===== config.mk =====
export PLATFORM = sky130hd
export DESIGN_NAME = directory_req_sched_flat
export DESIGN_NICKNAME = d
export VERILOG_FILES = /design/src/rtl/directory_req_sched_pkg.sv /design/src/rtl/directory_req_sched_if.sv /design/src/rtl/directory_req_sched_fifo.sv /design/src/rtl/directory_req_sched.sv /design/src/flat_wrapper.sv
export SDC_FILE = /design/constraint.sdc
export NUM_CORES = 1
export LEC_CHECK = 0
export CAP_MARGIN = 20
export CORE_UTILIZATION = 55
export DETAILED_ROUTE_END_ITERATION = 6
export DONT_BUFFER_PORTS = 1
export PLACE_DENSITY = 0.8
export SYNTH_ARGS = -nofsm -noshare
export SYNTH_HDL_FRONTEND = slang
export SYNTH_SLANG_ARGS = --single-unit
export TNS_END_PERCENT = 1

===== constraint.sdc =====
create_clock -name clk -period 19.6 [get_ports clk]
set_input_delay 3.92 -clock clk [delete_from_list [all_inputs] [get_ports clk]]
set_output_delay 3.92 -clock clk [all_outputs]
set_load 0.02 [all_outputs]

===== src/rtl/directory_req_sched_pkg.sv =====
// Shared defaults and small helpers for the directory bank request front-end.
// Imported by the interface, the queue sub-module and the top level.
package directory_req_sched_pkg;

    localparam int DR_PADDR_W  = 50;
    localparam int DR_CMD_W    = 3;
    localparam int DR_DRID_W   = 6;
    localparam int DR_REQ_DEPTH = 4;
    localparam int DR_PF_DEPTH  = 8;
    localparam int DR_MAX_OUT   = 8;
    localparam int DR_CNT_W     = 16;

    // Number of prefetch drop events in one cycle (overflow plus filter).
    function automatic logic [1:0] drop_events(input logic overflow, input logic filtered);
        return {1'b0, overflow} + {1'b0, filtered};
    endfunction

endpackage


===== src/rtl/directory_req_sched_if.sv =====
// Bundles the L2-side, memory-side and ack channels of the directory request scheduler.
// slave is the scheduler's view; master is the environment's view.
interface directory_req_sched_if
    import directory_req_sched_pkg::*;
#(
    parameter int PADDR_W = DR_PADDR_W,
    parameter int CMD_W   = DR_CMD_W,
    parameter int DRID_W  = DR_DRID_W
);
    logic               l2todr_req_valid;
    logic               l2todr_req_retry;
    logic [PADDR_W-1:0] l2todr_req_paddr;
    logic [CMD_W-1:0]   l2todr_req_cmd;

    logic               l2todr_pfreq_valid;
    logic               l2todr_pfreq_retry;
    logic [PADDR_W-1:0] l2todr_pfreq_paddr;

    logic               drtomem_req_valid;
    logic               drtomem_req_retry;
    logic [PADDR_W-1:0] drtomem_req_paddr;
    logic [CMD_W-1:0]   drtomem_req_cmd;
    logic [DRID_W-1:0]  drtomem_req_drid;

    logic               drtomem_pfreq_valid;
    logic               drtomem_pfreq_retry;
    logic [PADDR_W-1:0] drtomem_pfreq_paddr;

    logic               memtodr_ack_valid;
    logic               memtodr_ack_retry;
    logic [DRID_W-1:0]  memtodr_ack_drid;

    modport slave (
        input  l2todr_req_valid, l2todr_req_paddr, l2todr_req_cmd,
        output l2todr_req_retry,
        input  l2todr_pfreq_valid, l2todr_pfreq_paddr,
        output l2todr_pfreq_retry,
        output drtomem_req_valid, drtomem_req_paddr, drtomem_req_cmd, drtomem_req_drid,
        input  drtomem_req_retry,
        output drtomem_pfreq_valid, drtomem_pfreq_paddr,
        input  drtomem_pfreq_retry,
        input  memtodr_ack_valid, memtodr_ack_drid,
        output memtodr_ack_retry
    );

    modport master (
        output l2todr_req_valid, l2todr_req_paddr, l2todr_req_cmd,
        input  l2todr_req_retry,
        output l2todr_pfreq_valid, l2todr_pfreq_paddr,
        input  l2todr_pfreq_retry,
        input  drtomem_req_valid, drtomem_req_paddr, drtomem_req_cmd, drtomem_req_drid,
        output drtomem_req_retry,
        input  drtomem_pfreq_valid, drtomem_pfreq_paddr,
        output drtomem_pfreq_retry,
        output memtodr_ack_valid, memtodr_ack_drid,
        input  memtodr_ack_retry
    );

endinterface


===== src/rtl/directory_req_sched_fifo.sv =====
// Power-of-two circular FIFO. With DROP_OLDEST set, a push into a full queue
// without a same-cycle pop overwrites the oldest entry and pulses o_drop.
module directory_fifo #(
    parameter int WIDTH       = 8,
    parameter int DEPTH       = 4,
    parameter bit DROP_OLDEST = 1'b0
) (
    input  logic             clk,
    input  logic             reset,
    input  logic             i_push,
    input  logic [WIDTH-1:0] i_data,
    input  logic             i_pop,
    output logic [WIDTH-1:0] o_data,
    output logic             o_empty,
    output logic             o_full,
    output logic             o_drop
);
    localparam int PTR_W = $clog2(DEPTH);

    logic [WIDTH-1:0] r_mem [DEPTH];
    logic [PTR_W-1:0] r_wr_ptr;
    logic [PTR_W-1:0] r_rd_ptr;
    logic [PTR_W:0]   r_count;

    logic w_do_push;
    logic w_do_pop;
    logic w_overwrite;

    assign o_full      = (r_count == (PTR_W+1)'(DEPTH));
    assign o_empty     = (r_count == '0);
    assign w_do_pop    = i_pop && !o_empty;
    assign w_do_push   = i_push && (!o_full || w_do_pop || DROP_OLDEST);
    assign w_overwrite = w_do_push && o_full && !w_do_pop;
    assign o_drop      = w_overwrite;
    assign o_data      = r_mem[r_rd_ptr];

    // NOTE: sequential state uses <= so every flop samples pre-edge values.
    always_ff @(posedge clk or posedge reset) begin
        if (reset) begin
            r_wr_ptr <= '0;
            r_rd_ptr <= '0;
            r_count  <= '0;
        end else begin
            if (w_do_push) r_wr_ptr <= r_wr_ptr + 1'b1;
            if (w_do_pop || w_overwrite) r_rd_ptr <= r_rd_ptr + 1'b1;
            if (w_do_push && !w_do_pop && !w_overwrite) r_count <= r_count + 1'b1;
            else if (!w_do_push && w_do_pop) r_count <= r_count - 1'b1;
        end
    end

    // NOTE: storage has no reset; only entries between the pointers are ever read.
    always_ff @(posedge clk) begin
        if (w_do_push) r_mem[r_wr_ptr] <= i_data;
    end

endmodule


===== src/rtl/directory_req_sched.sv =====
// Directory bank request front-end: demand queue issuing tagged requests from a
// bounded outstanding table, plus a lossy prefetch queue filtered against live lines.
module directory_req_sched
    import directory_req_sched_pkg::*;
#(
    parameter int PADDR_W   = DR_PADDR_W,
    parameter int CMD_W     = DR_CMD_W,
    parameter int DRID_W    = DR_DRID_W,
    parameter int REQ_DEPTH = DR_REQ_DEPTH,
    parameter int PF_DEPTH  = DR_PF_DEPTH,
    parameter int MAX_OUT   = DR_MAX_OUT,
    parameter int CNT_W     = DR_CNT_W
) (
    input  logic                         clk,
    input  logic                         reset,
    directory_req_sched_if.slave         bus,
    output logic [$clog2(MAX_OUT+1)-1:0] outstanding,
    output logic [CNT_W-1:0]             pf_drop_cnt,
    output logic                         ack_err
);
    localparam int IDX_W = (MAX_OUT > 1) ? $clog2(MAX_OUT) : 1;
    localparam int OUT_W = $clog2(MAX_OUT + 1);
    localparam int DQ_W  = PADDR_W + CMD_W;

    logic             w_dq_full, w_dq_empty, w_dq_drop, w_dq_push, w_dq_pop;
    logic [DQ_W-1:0]  w_dq_head;
    logic             w_pfq_full, w_pfq_empty, w_pfq_drop, w_pf_pop;
    logic [PADDR_W-1:0] w_pfq_head;

    logic [MAX_OUT-1:0] r_live;
    logic [PADDR_W-1:0] r_tbl_paddr [MAX_OUT];
    logic [OUT_W-1:0]   r_outstanding;
    logic               r_ack_err;
    logic [CNT_W-1:0]   r_drop_cnt;

    logic               r_req_valid;
    logic [PADDR_W-1:0] r_req_paddr;
    logic [CMD_W-1:0]   r_req_cmd;
    logic [DRID_W-1:0]  r_req_drid;
    logic               r_pf_valid;
    logic [PADDR_W-1:0] r_pf_paddr;

    logic [IDX_W-1:0] w_free_idx;
    logic             w_has_free;
    logic             w_req_xfer, w_pf_xfer, w_pf_hit, w_pf_filt;
    logic [IDX_W-1:0] w_ack_idx;
    logic             w_ack_ok, w_ack_bad;
    logic [CNT_W:0]   w_drop_sum;
    logic [CNT_W-1:0] w_drop_next;
    logic             w_unused;

    assign w_dq_push = bus.l2todr_req_valid && !w_dq_full;

    directory_fifo #(.WIDTH(DQ_W), .DEPTH(REQ_DEPTH), .DROP_OLDEST(1'b0)) u_req_q (
        .clk(clk), .reset(reset),
        .i_push(w_dq_push), .i_data({bus.l2todr_req_paddr, bus.l2todr_req_cmd}),
        .i_pop(w_dq_pop), .o_data(w_dq_head),
        .o_empty(w_dq_empty), .o_full(w_dq_full), .o_drop(w_dq_drop)
    );

    directory_fifo #(.WIDTH(PADDR_W), .DEPTH(PF_DEPTH), .DROP_OLDEST(1'b1)) u_pf_q (
        .clk(clk), .reset(reset),
        .i_push(bus.l2todr_pfreq_valid), .i_data(bus.l2todr_pfreq_paddr),
        .i_pop(w_pf_pop), .o_data(w_pfq_head),
        .o_empty(w_pfq_empty), .o_full(w_pfq_full), .o_drop(w_pfq_drop)
    );

    // NOTE: defaults come first so the comb block never infers a latch.
    always_comb begin
        w_free_idx = '0;
        w_has_free = 1'b0;
        for (int i = MAX_OUT - 1; i >= 0; i--) begin
            if (!r_live[i]) begin
                w_has_free = 1'b1;
                w_free_idx = IDX_W'(i);
            end
        end
    end

    assign w_req_xfer = r_req_valid && !bus.drtomem_req_retry;
    assign w_dq_pop   = (!r_req_valid || w_req_xfer) && !w_dq_empty && w_has_free;

    // Out-of-range or already-free tags only raise the sticky error.
    assign w_ack_idx = bus.memtodr_ack_drid[IDX_W-1:0];
    assign w_ack_ok  = bus.memtodr_ack_valid && (int'(bus.memtodr_ack_drid) < MAX_OUT)
                       && r_live[w_ack_idx];
    assign w_ack_bad = bus.memtodr_ack_valid && !w_ack_ok;

    always_comb begin
        w_pf_hit = r_req_valid && (r_req_paddr == w_pfq_head);
        for (int i = 0; i < MAX_OUT; i++) begin
            if (r_live[i] && (r_tbl_paddr[i] == w_pfq_head)) w_pf_hit = 1'b1;
        end
    end

    assign w_pf_xfer  = r_pf_valid && !bus.drtomem_pfreq_retry;
    assign w_pf_pop   = !w_pfq_empty && (!r_pf_valid || w_pf_xfer);
    assign w_pf_filt  = w_pf_pop && w_pf_hit;
    assign w_drop_sum = {1'b0, r_drop_cnt} + (CNT_W+1)'(drop_events(w_pfq_drop, w_pf_filt));
    assign w_drop_next = w_drop_sum[CNT_W] ? '1 : w_drop_sum[CNT_W-1:0];

    always_ff @(posedge clk or posedge reset) begin
        if (reset) begin
            r_live        <= '0;
            r_outstanding <= '0;
            r_ack_err     <= 1'b0;
            r_drop_cnt    <= '0;
            r_req_valid   <= 1'b0;
            r_req_paddr   <= '0;
            r_req_cmd     <= '0;
            r_req_drid    <= '0;
            r_pf_valid    <= 1'b0;
            r_pf_paddr    <= '0;
        end else begin
            if (w_ack_ok) r_live[w_ack_idx] <= 1'b0;
            if (w_dq_pop) begin
                r_live[w_free_idx] <= 1'b1;
                r_req_valid        <= 1'b1;
                r_req_paddr        <= w_dq_head[DQ_W-1:CMD_W];
                r_req_cmd          <= w_dq_head[CMD_W-1:0];
                r_req_drid         <= DRID_W'(w_free_idx);
            end else if (w_req_xfer) begin
                r_req_valid <= 1'b0;
            end
            case ({w_dq_pop, w_ack_ok})
                2'b10:   r_outstanding <= r_outstanding + 1'b1;
                2'b01:   r_outstanding <= r_outstanding - 1'b1;
                default: r_outstanding <= r_outstanding;
            endcase
            if (w_ack_bad) r_ack_err <= 1'b1;
            if (w_pf_pop && !w_pf_hit) begin
                r_pf_valid <= 1'b1;
                r_pf_paddr <= w_pfq_head;
            end else if (w_pf_xfer) begin
                r_pf_valid <= 1'b0;
            end
            r_drop_cnt <= w_drop_next;
        end
    end

    always_ff @(posedge clk) begin
        if (w_dq_pop) r_tbl_paddr[w_free_idx] <= w_dq_head[DQ_W-1:CMD_W];
    end

    assign bus.l2todr_req_retry    = w_dq_full;
    assign bus.l2todr_pfreq_retry  = 1'b0;
    assign bus.memtodr_ack_retry   = 1'b0;
    assign bus.drtomem_req_valid   = r_req_valid;
    assign bus.drtomem_req_paddr   = r_req_paddr;
    assign bus.drtomem_req_cmd     = r_req_cmd;
    assign bus.drtomem_req_drid    = r_req_drid;
    assign bus.drtomem_pfreq_valid = r_pf_valid;
    assign bus.drtomem_pfreq_paddr = r_pf_paddr;
    assign outstanding             = r_outstanding;
    assign pf_drop_cnt             = r_drop_cnt;
    assign ack_err                 = r_ack_err;

    assign w_unused = &{1'b0, w_pfq_full, w_dq_drop};

endmodule


===== src/flat_wrapper.sv =====
// flat-port wrapper written by rule: the top's interface ports become plain ports
module directory_req_sched_flat import directory_req_sched_pkg::*;
#(
    parameter int PADDR_W   = DR_PADDR_W,
    parameter int CMD_W     = DR_CMD_W,
    parameter int DRID_W    = DR_DRID_W,
    parameter int REQ_DEPTH = DR_REQ_DEPTH,
    parameter int PF_DEPTH  = DR_PF_DEPTH,
    parameter int MAX_OUT   = DR_MAX_OUT,
    parameter int CNT_W     = DR_CNT_W
)
  (clk, reset, outstanding, pf_drop_cnt, ack_err, bus_l2todr_req_valid, bus_l2todr_req_paddr, bus_l2todr_req_cmd, bus_l2todr_req_retry, bus_l2todr_pfreq_valid, bus_l2todr_pfreq_paddr, bus_l2todr_pfreq_retry, bus_drtomem_req_valid, bus_drtomem_req_paddr, bus_drtomem_req_cmd, bus_drtomem_req_drid, bus_drtomem_req_retry, bus_drtomem_pfreq_valid, bus_drtomem_pfreq_paddr, bus_drtomem_pfreq_retry, bus_memtodr_ack_valid, bus_memtodr_ack_drid, bus_memtodr_ack_retry);
  directory_req_sched_if #(.PADDR_W(PADDR_W), .CMD_W(CMD_W), .DRID_W(DRID_W)) bus_i ();
  input  logic clk;
  input  logic reset;
  output logic [$clog2(MAX_OUT+1)-1:0] outstanding;
  output logic [CNT_W-1:0] pf_drop_cnt;
  output logic ack_err;
  input wire logic [$bits(bus_i.l2todr_req_valid)-1:0] bus_l2todr_req_valid;
  input wire logic [$bits(bus_i.l2todr_req_paddr)-1:0] bus_l2todr_req_paddr;
  input wire logic [$bits(bus_i.l2todr_req_cmd)-1:0] bus_l2todr_req_cmd;
  output wire logic [$bits(bus_i.l2todr_req_retry)-1:0] bus_l2todr_req_retry;
  input wire logic [$bits(bus_i.l2todr_pfreq_valid)-1:0] bus_l2todr_pfreq_valid;
  input wire logic [$bits(bus_i.l2todr_pfreq_paddr)-1:0] bus_l2todr_pfreq_paddr;
  output wire logic [$bits(bus_i.l2todr_pfreq_retry)-1:0] bus_l2todr_pfreq_retry;
  output wire logic [$bits(bus_i.drtomem_req_valid)-1:0] bus_drtomem_req_valid;
  output wire logic [$bits(bus_i.drtomem_req_paddr)-1:0] bus_drtomem_req_paddr;
  output wire logic [$bits(bus_i.drtomem_req_cmd)-1:0] bus_drtomem_req_cmd;
  output wire logic [$bits(bus_i.drtomem_req_drid)-1:0] bus_drtomem_req_drid;
  input wire logic [$bits(bus_i.drtomem_req_retry)-1:0] bus_drtomem_req_retry;
  output wire logic [$bits(bus_i.drtomem_pfreq_valid)-1:0] bus_drtomem_pfreq_valid;
  output wire logic [$bits(bus_i.drtomem_pfreq_paddr)-1:0] bus_drtomem_pfreq_paddr;
  input wire logic [$bits(bus_i.drtomem_pfreq_retry)-1:0] bus_drtomem_pfreq_retry;
  input wire logic [$bits(bus_i.memtodr_ack_valid)-1:0] bus_memtodr_ack_valid;
  input wire logic [$bits(bus_i.memtodr_ack_drid)-1:0] bus_memtodr_ack_drid;
  output wire logic [$bits(bus_i.memtodr_ack_retry)-1:0] bus_memtodr_ack_retry;
  assign bus_i.l2todr_req_valid = bus_l2todr_req_valid;
  assign bus_i.l2todr_req_paddr = bus_l2todr_req_paddr;
  assign bus_i.l2todr_req_cmd = bus_l2todr_req_cmd;
  assign bus_l2todr_req_retry = bus_i.l2todr_req_retry;
  assign bus_i.l2todr_pfreq_valid = bus_l2todr_pfreq_valid;
  assign bus_i.l2todr_pfreq_paddr = bus_l2todr_pfreq_paddr;
  assign bus_l2todr_pfreq_retry = bus_i.l2todr_pfreq_retry;
  assign bus_drtomem_req_valid = bus_i.drtomem_req_valid;
  assign bus_drtomem_req_paddr = bus_i.drtomem_req_paddr;
  assign bus_drtomem_req_cmd = bus_i.drtomem_req_cmd;
  assign bus_drtomem_req_drid = bus_i.drtomem_req_drid;
  assign bus_i.drtomem_req_retry = bus_drtomem_req_retry;
  assign bus_drtomem_pfreq_valid = bus_i.drtomem_pfreq_valid;
  assign bus_drtomem_pfreq_paddr = bus_i.drtomem_pfreq_paddr;
  assign bus_i.drtomem_pfreq_retry = bus_drtomem_pfreq_retry;
  assign bus_i.memtodr_ack_valid = bus_memtodr_ack_valid;
  assign bus_i.memtodr_ack_drid = bus_memtodr_ack_drid;
  assign bus_memtodr_ack_retry = bus_i.memtodr_ack_retry;
  directory_req_sched #(.PADDR_W(PADDR_W), .CMD_W(CMD_W), .DRID_W(DRID_W), .REQ_DEPTH(REQ_DEPTH), .PF_DEPTH(PF_DEPTH), .MAX_OUT(MAX_OUT), .CNT_W(CNT_W)) u_core (.clk(clk), .reset(reset), .bus(bus_i), .outstanding(outstanding), .pf_drop_cnt(pf_drop_cnt), .ack_err(ack_err));
endmodule

==> qor.yml <==
run_status:
  status: "completed"
timing:
  hold_viol_final: 0
  finalCritPeriodShare: 0.361
  period_minus_slack_ps: 7070
  worst_slack_ps: 12530
  skew_ps: 33.4
  rsz0062_at_grt: "no"
  fmax_ghz: 0.141
  worst_pin_slew_ps: 1150
  max-slew-margin-rel: 0.234
  drv_slew: 0
  setup_violations: 0
  tns_ps: 0
floorplan:
  start_util: 0.556
  pin_count: 251
  num_rows: 107
  core_sq_mm: 0.0853
  die_area_sq_mm: 0.0874
  chipHeight_um: 296
  fp.dieW_um: 296
logic_synthesis:
  ys.flop_type: "edfxtp_1"
  avgSynthCellArea_sq_um: 16.4
  synth_async_sr_flop_share: 0.132
  synth_top_area_share: 0.641
  synth_area_sq_mm: 0.0474
  syn_inst: 2885
  yosysTopAreaCell: "edfxtp_1"
  synth-edff-count: 1012
  ys_ff_latch: 1166
  yosys-top-cells-area: "edfxtp_1, dfrtp_1, xnor2_1"
  ys_types: 66
  yosysWarnings: 0
  yosysSeqAreaShare: 0.722
cts:
  clock_latency_ps: 700
  cts_max_level: 3
  clkSinkCount: 1166
  clock_path_buffers: 3
  cts_setup_buffers: 0
  holdBufCountCts: 0
  post_cts_resized: 0
  clk_pin_slew_worst_paths_ps: 60
  cts_buffers: 116
  root_buffer: "clkbuf_16"
  tritoncts: "built"
grt:
  grt.total_usage: 0.298
  grt_start_max_net_pins: 88
  grt_pass1_vias: 26500
  grt_pass1_wl_um: 185000
  antenna_found_initial: 9
  overflow: 0
worst_setup_path:
  crit_path_start: "u_core.u_pf_q.r_rd_ptr[0]"
  r2r_setup_slack_ps: 12530
  reg2reg_from: "u_core.u_pf_q.r_rd_ptr[0]"
  worstPathArrival_ps: 7650
  crit_end: "u_core.pf_drop_cnt[10]"
  critPathKind: "reg -> reg"
  cpMaxStageDelayCell: "buf_4"
  slowest_delay_ps: 850
  crit_required_ps: 20170
  cp_max_fo: 70
  end_kind: "flip-flop"
  worstSetupStartpointType: "flip-flop"
  r2r_cells: 17
  r2r_end: "u_core.pf_drop_cnt[10]"
  path_cells: "buf_4, mux2_2, o22ai_1, or2_2, xnor2_1, nor4_1, nand4_1, nor4_1, a311oi_1, a31o_2, fa_1, inv_1, ha_1, inv_1, or3_1, or3_1, o21ai_0"
route:
  totalWireLength_um: 130000
  drtIter0Drc: 3402
  dr_total_vias: 26800
  vias_per_cell: 6.39
  ant_nets: 0
  drc: 0
  wl_per_cell_um: 31.0
  drtPass1Iterations: 7
power_and_ir_drop:
  p_leak_nw: 18.0
  swShare: 0.405
  power_switching_mw: 3.99
  pwr-share-comb: 0.382
  powerDensity_mw_per_mm2: 188
  clkPwrFrac: 0.221
  intPower_mw: 5.87
  ir_drop_uv: 104
  p_seq_frac: 0.397
final_layout:
  fin_util: 0.616
  fillers: 5933
  drive_gt1_frac: 0.141
  stdcell_count: 4190
  nNetsFinal: 3069
  area_growth_pct: 10.7
min_path:
  hp-start: "u_core.u_pf_q.r_wr_ptr[2]"
  holdCritPathClass: "reg -> reg"
placed_design:
  post-dp-hpwl_um: 84800
  gp_congestion: 0.911
  port_buffers: 0
  placed_cells: 3962
  preCtsSetupSlack_ps: 12730
run:
  drv_cap: 0
## synth_stat cells, drive strengths merged (5+ instances only)
master / n
o22ai: 35
mux2i: 160
a21bo: 5
nor2: 39
dfrtp: 154
clkbuf: 37
or2: 26
a21oi: 12
nand4: 40
nor4: 77
xor2: 136
nand4b: 30
a22oi: 22
nand2: 212
ha: 12
and3: 8
edfxtp: 1012
o21ai: 92
nand2b: 17
nor2b: 8
or3: 40
nand3b: 7
mux2: 78
mux4: 65
nand3: 23
nor3: 59
and2: 8
buf: 80
inv: 54
a2111oi: 5
xnor2: 240
a22o: 43
## cell families after synthesis
kind of cell,count (synthesis),synth area share
flip-flops,1166,0.722
AND/OR/NAND/NOR,605,0.0673
XOR/XNOR,376,0.0694
multiplexers,303,0.0834
AO/OA/AOI/OAI,247,0.0348
buffers and inverters,171,0.0183
adder cells (fa/ha/maj),16,0.00485
other,1,0.0000790
## critical path: cells and delay by family, from the launching register on
kind / cells / cell delay, ps
buffers and inverters: 3 / 1000
muxes: 1 / 420
adders and majority gates: 2 / 610
AOI/OAI and AO/OA: 4 / 1430
DFF: 1 / 600
xor gates and xnor gates: 1 / 110
and+or+nand+nor: 6 / 2670
## final cells by class
type                       instances  area (sq um)  area share
antenna                            7          17.5    0.000334
clock buffer                     182          3370      0.0641
clock inverter                    38           388     0.00739
inverter                          54           208     0.00396
multi-input combinational       1552         12500       0.238
sequential                      1166         34300       0.652
tap                             1144          1430      0.0273
timing repair buffer              47           350     0.00667
## worst min path at each step
stage	end	slack (ps)	cells past startpoint
global placement	u_core.u_req_q.r_count[2]	470	1
CTS	u_core.u_pf_q.r_wr_ptr[2]	490	1
detailed placement	u_core.u_pf_q.r_wr_ptr[2]	480	1
global route	u_core.u_pf_q.r_wr_ptr[2]	510	1
finish	u_core.u_pf_q.r_wr_ptr[2]	490	1
floorplan	u_core.u_req_q.r_count[2]	450	1
## through the flow
step / hold slack [ps] / power, mW / instance area (sq um)
2_1_floorplan: 453 / 6.18 / 47500
3_3_place_gp: 472 / 7.48 / 48700
3_5_place_dp: 480 / 7.60 / 48700
4_1_cts: 493 / 9.78 / 52500
5_1_grt: 509 / 10.1 / 52500
6_report: 489 / 9.86 / 52500
## power by group through the flow
stage               combinational (mW)  sequential [mW]  clock [mW]
finish                            3.76             3.91        2.18
global route                      3.91             3.95        2.29
global placement                  3.57             3.92           0
detailed placement                3.65             3.95           0
CTS                               3.68             3.90        2.19
floorplan                         2.40             3.78           0
## registers in the layout, summed over array words and instances (netlist names), 2 cells and up
name and count:
u_core.r_tbl_paddr 400, u_core.bus.drtomem_pfreq_paddr 50, u_core.u_req_q.r_wr_ptr 2, u_core.u_pf_q.r_mem 400
u_core.r_live 8, u_core.u_req_q.r_mem 212, u_core.u_pf_q.r_count 4, u_core.u_pf_q.r_rd_ptr 3
u_core.bus.drtomem_req_drid 3, u_core.u_req_q.r_count 3, u_core.u_pf_q.r_wr_ptr 3, u_core.outstanding 4
u_core.u_req_q.r_rd_ptr 2, u_core.bus.drtomem_req_paddr 50, u_core.pf_drop_cnt 16, u_core.bus.drtomem_req_cmd 3
## routing by layer
metal / part of all wire / track usage / vias up
li1: - / - / 11100
met3: 0.14 / 0.0981 / 343
met4: 0.042 / 0.116 / 4
met2: 0.47 / 0.472 / 1778
met1: 0.35 / 0.382 / 13600
met5: 0.00021 / 0 / -
## placed cells by master, fill, tap and decap left out, types with 35 or more instances in the layout
master,instances
a22o_1,43
buf_4,46
clkbuf_1,49
clkbuf_16,120
dfrtp_1,150
edfxtp_1,1012
inv_1,52
mux2_2,69
mux2i_1,157
mux4_2,65
nand2_1,209
nand4_1,40
nor3_1,56
nor4_1,77
o21ai_0,90
o22ai_1,35
or3_1,40
xnor2_1,240
xor2_1,136
Power figures use the tool's default switching activity.
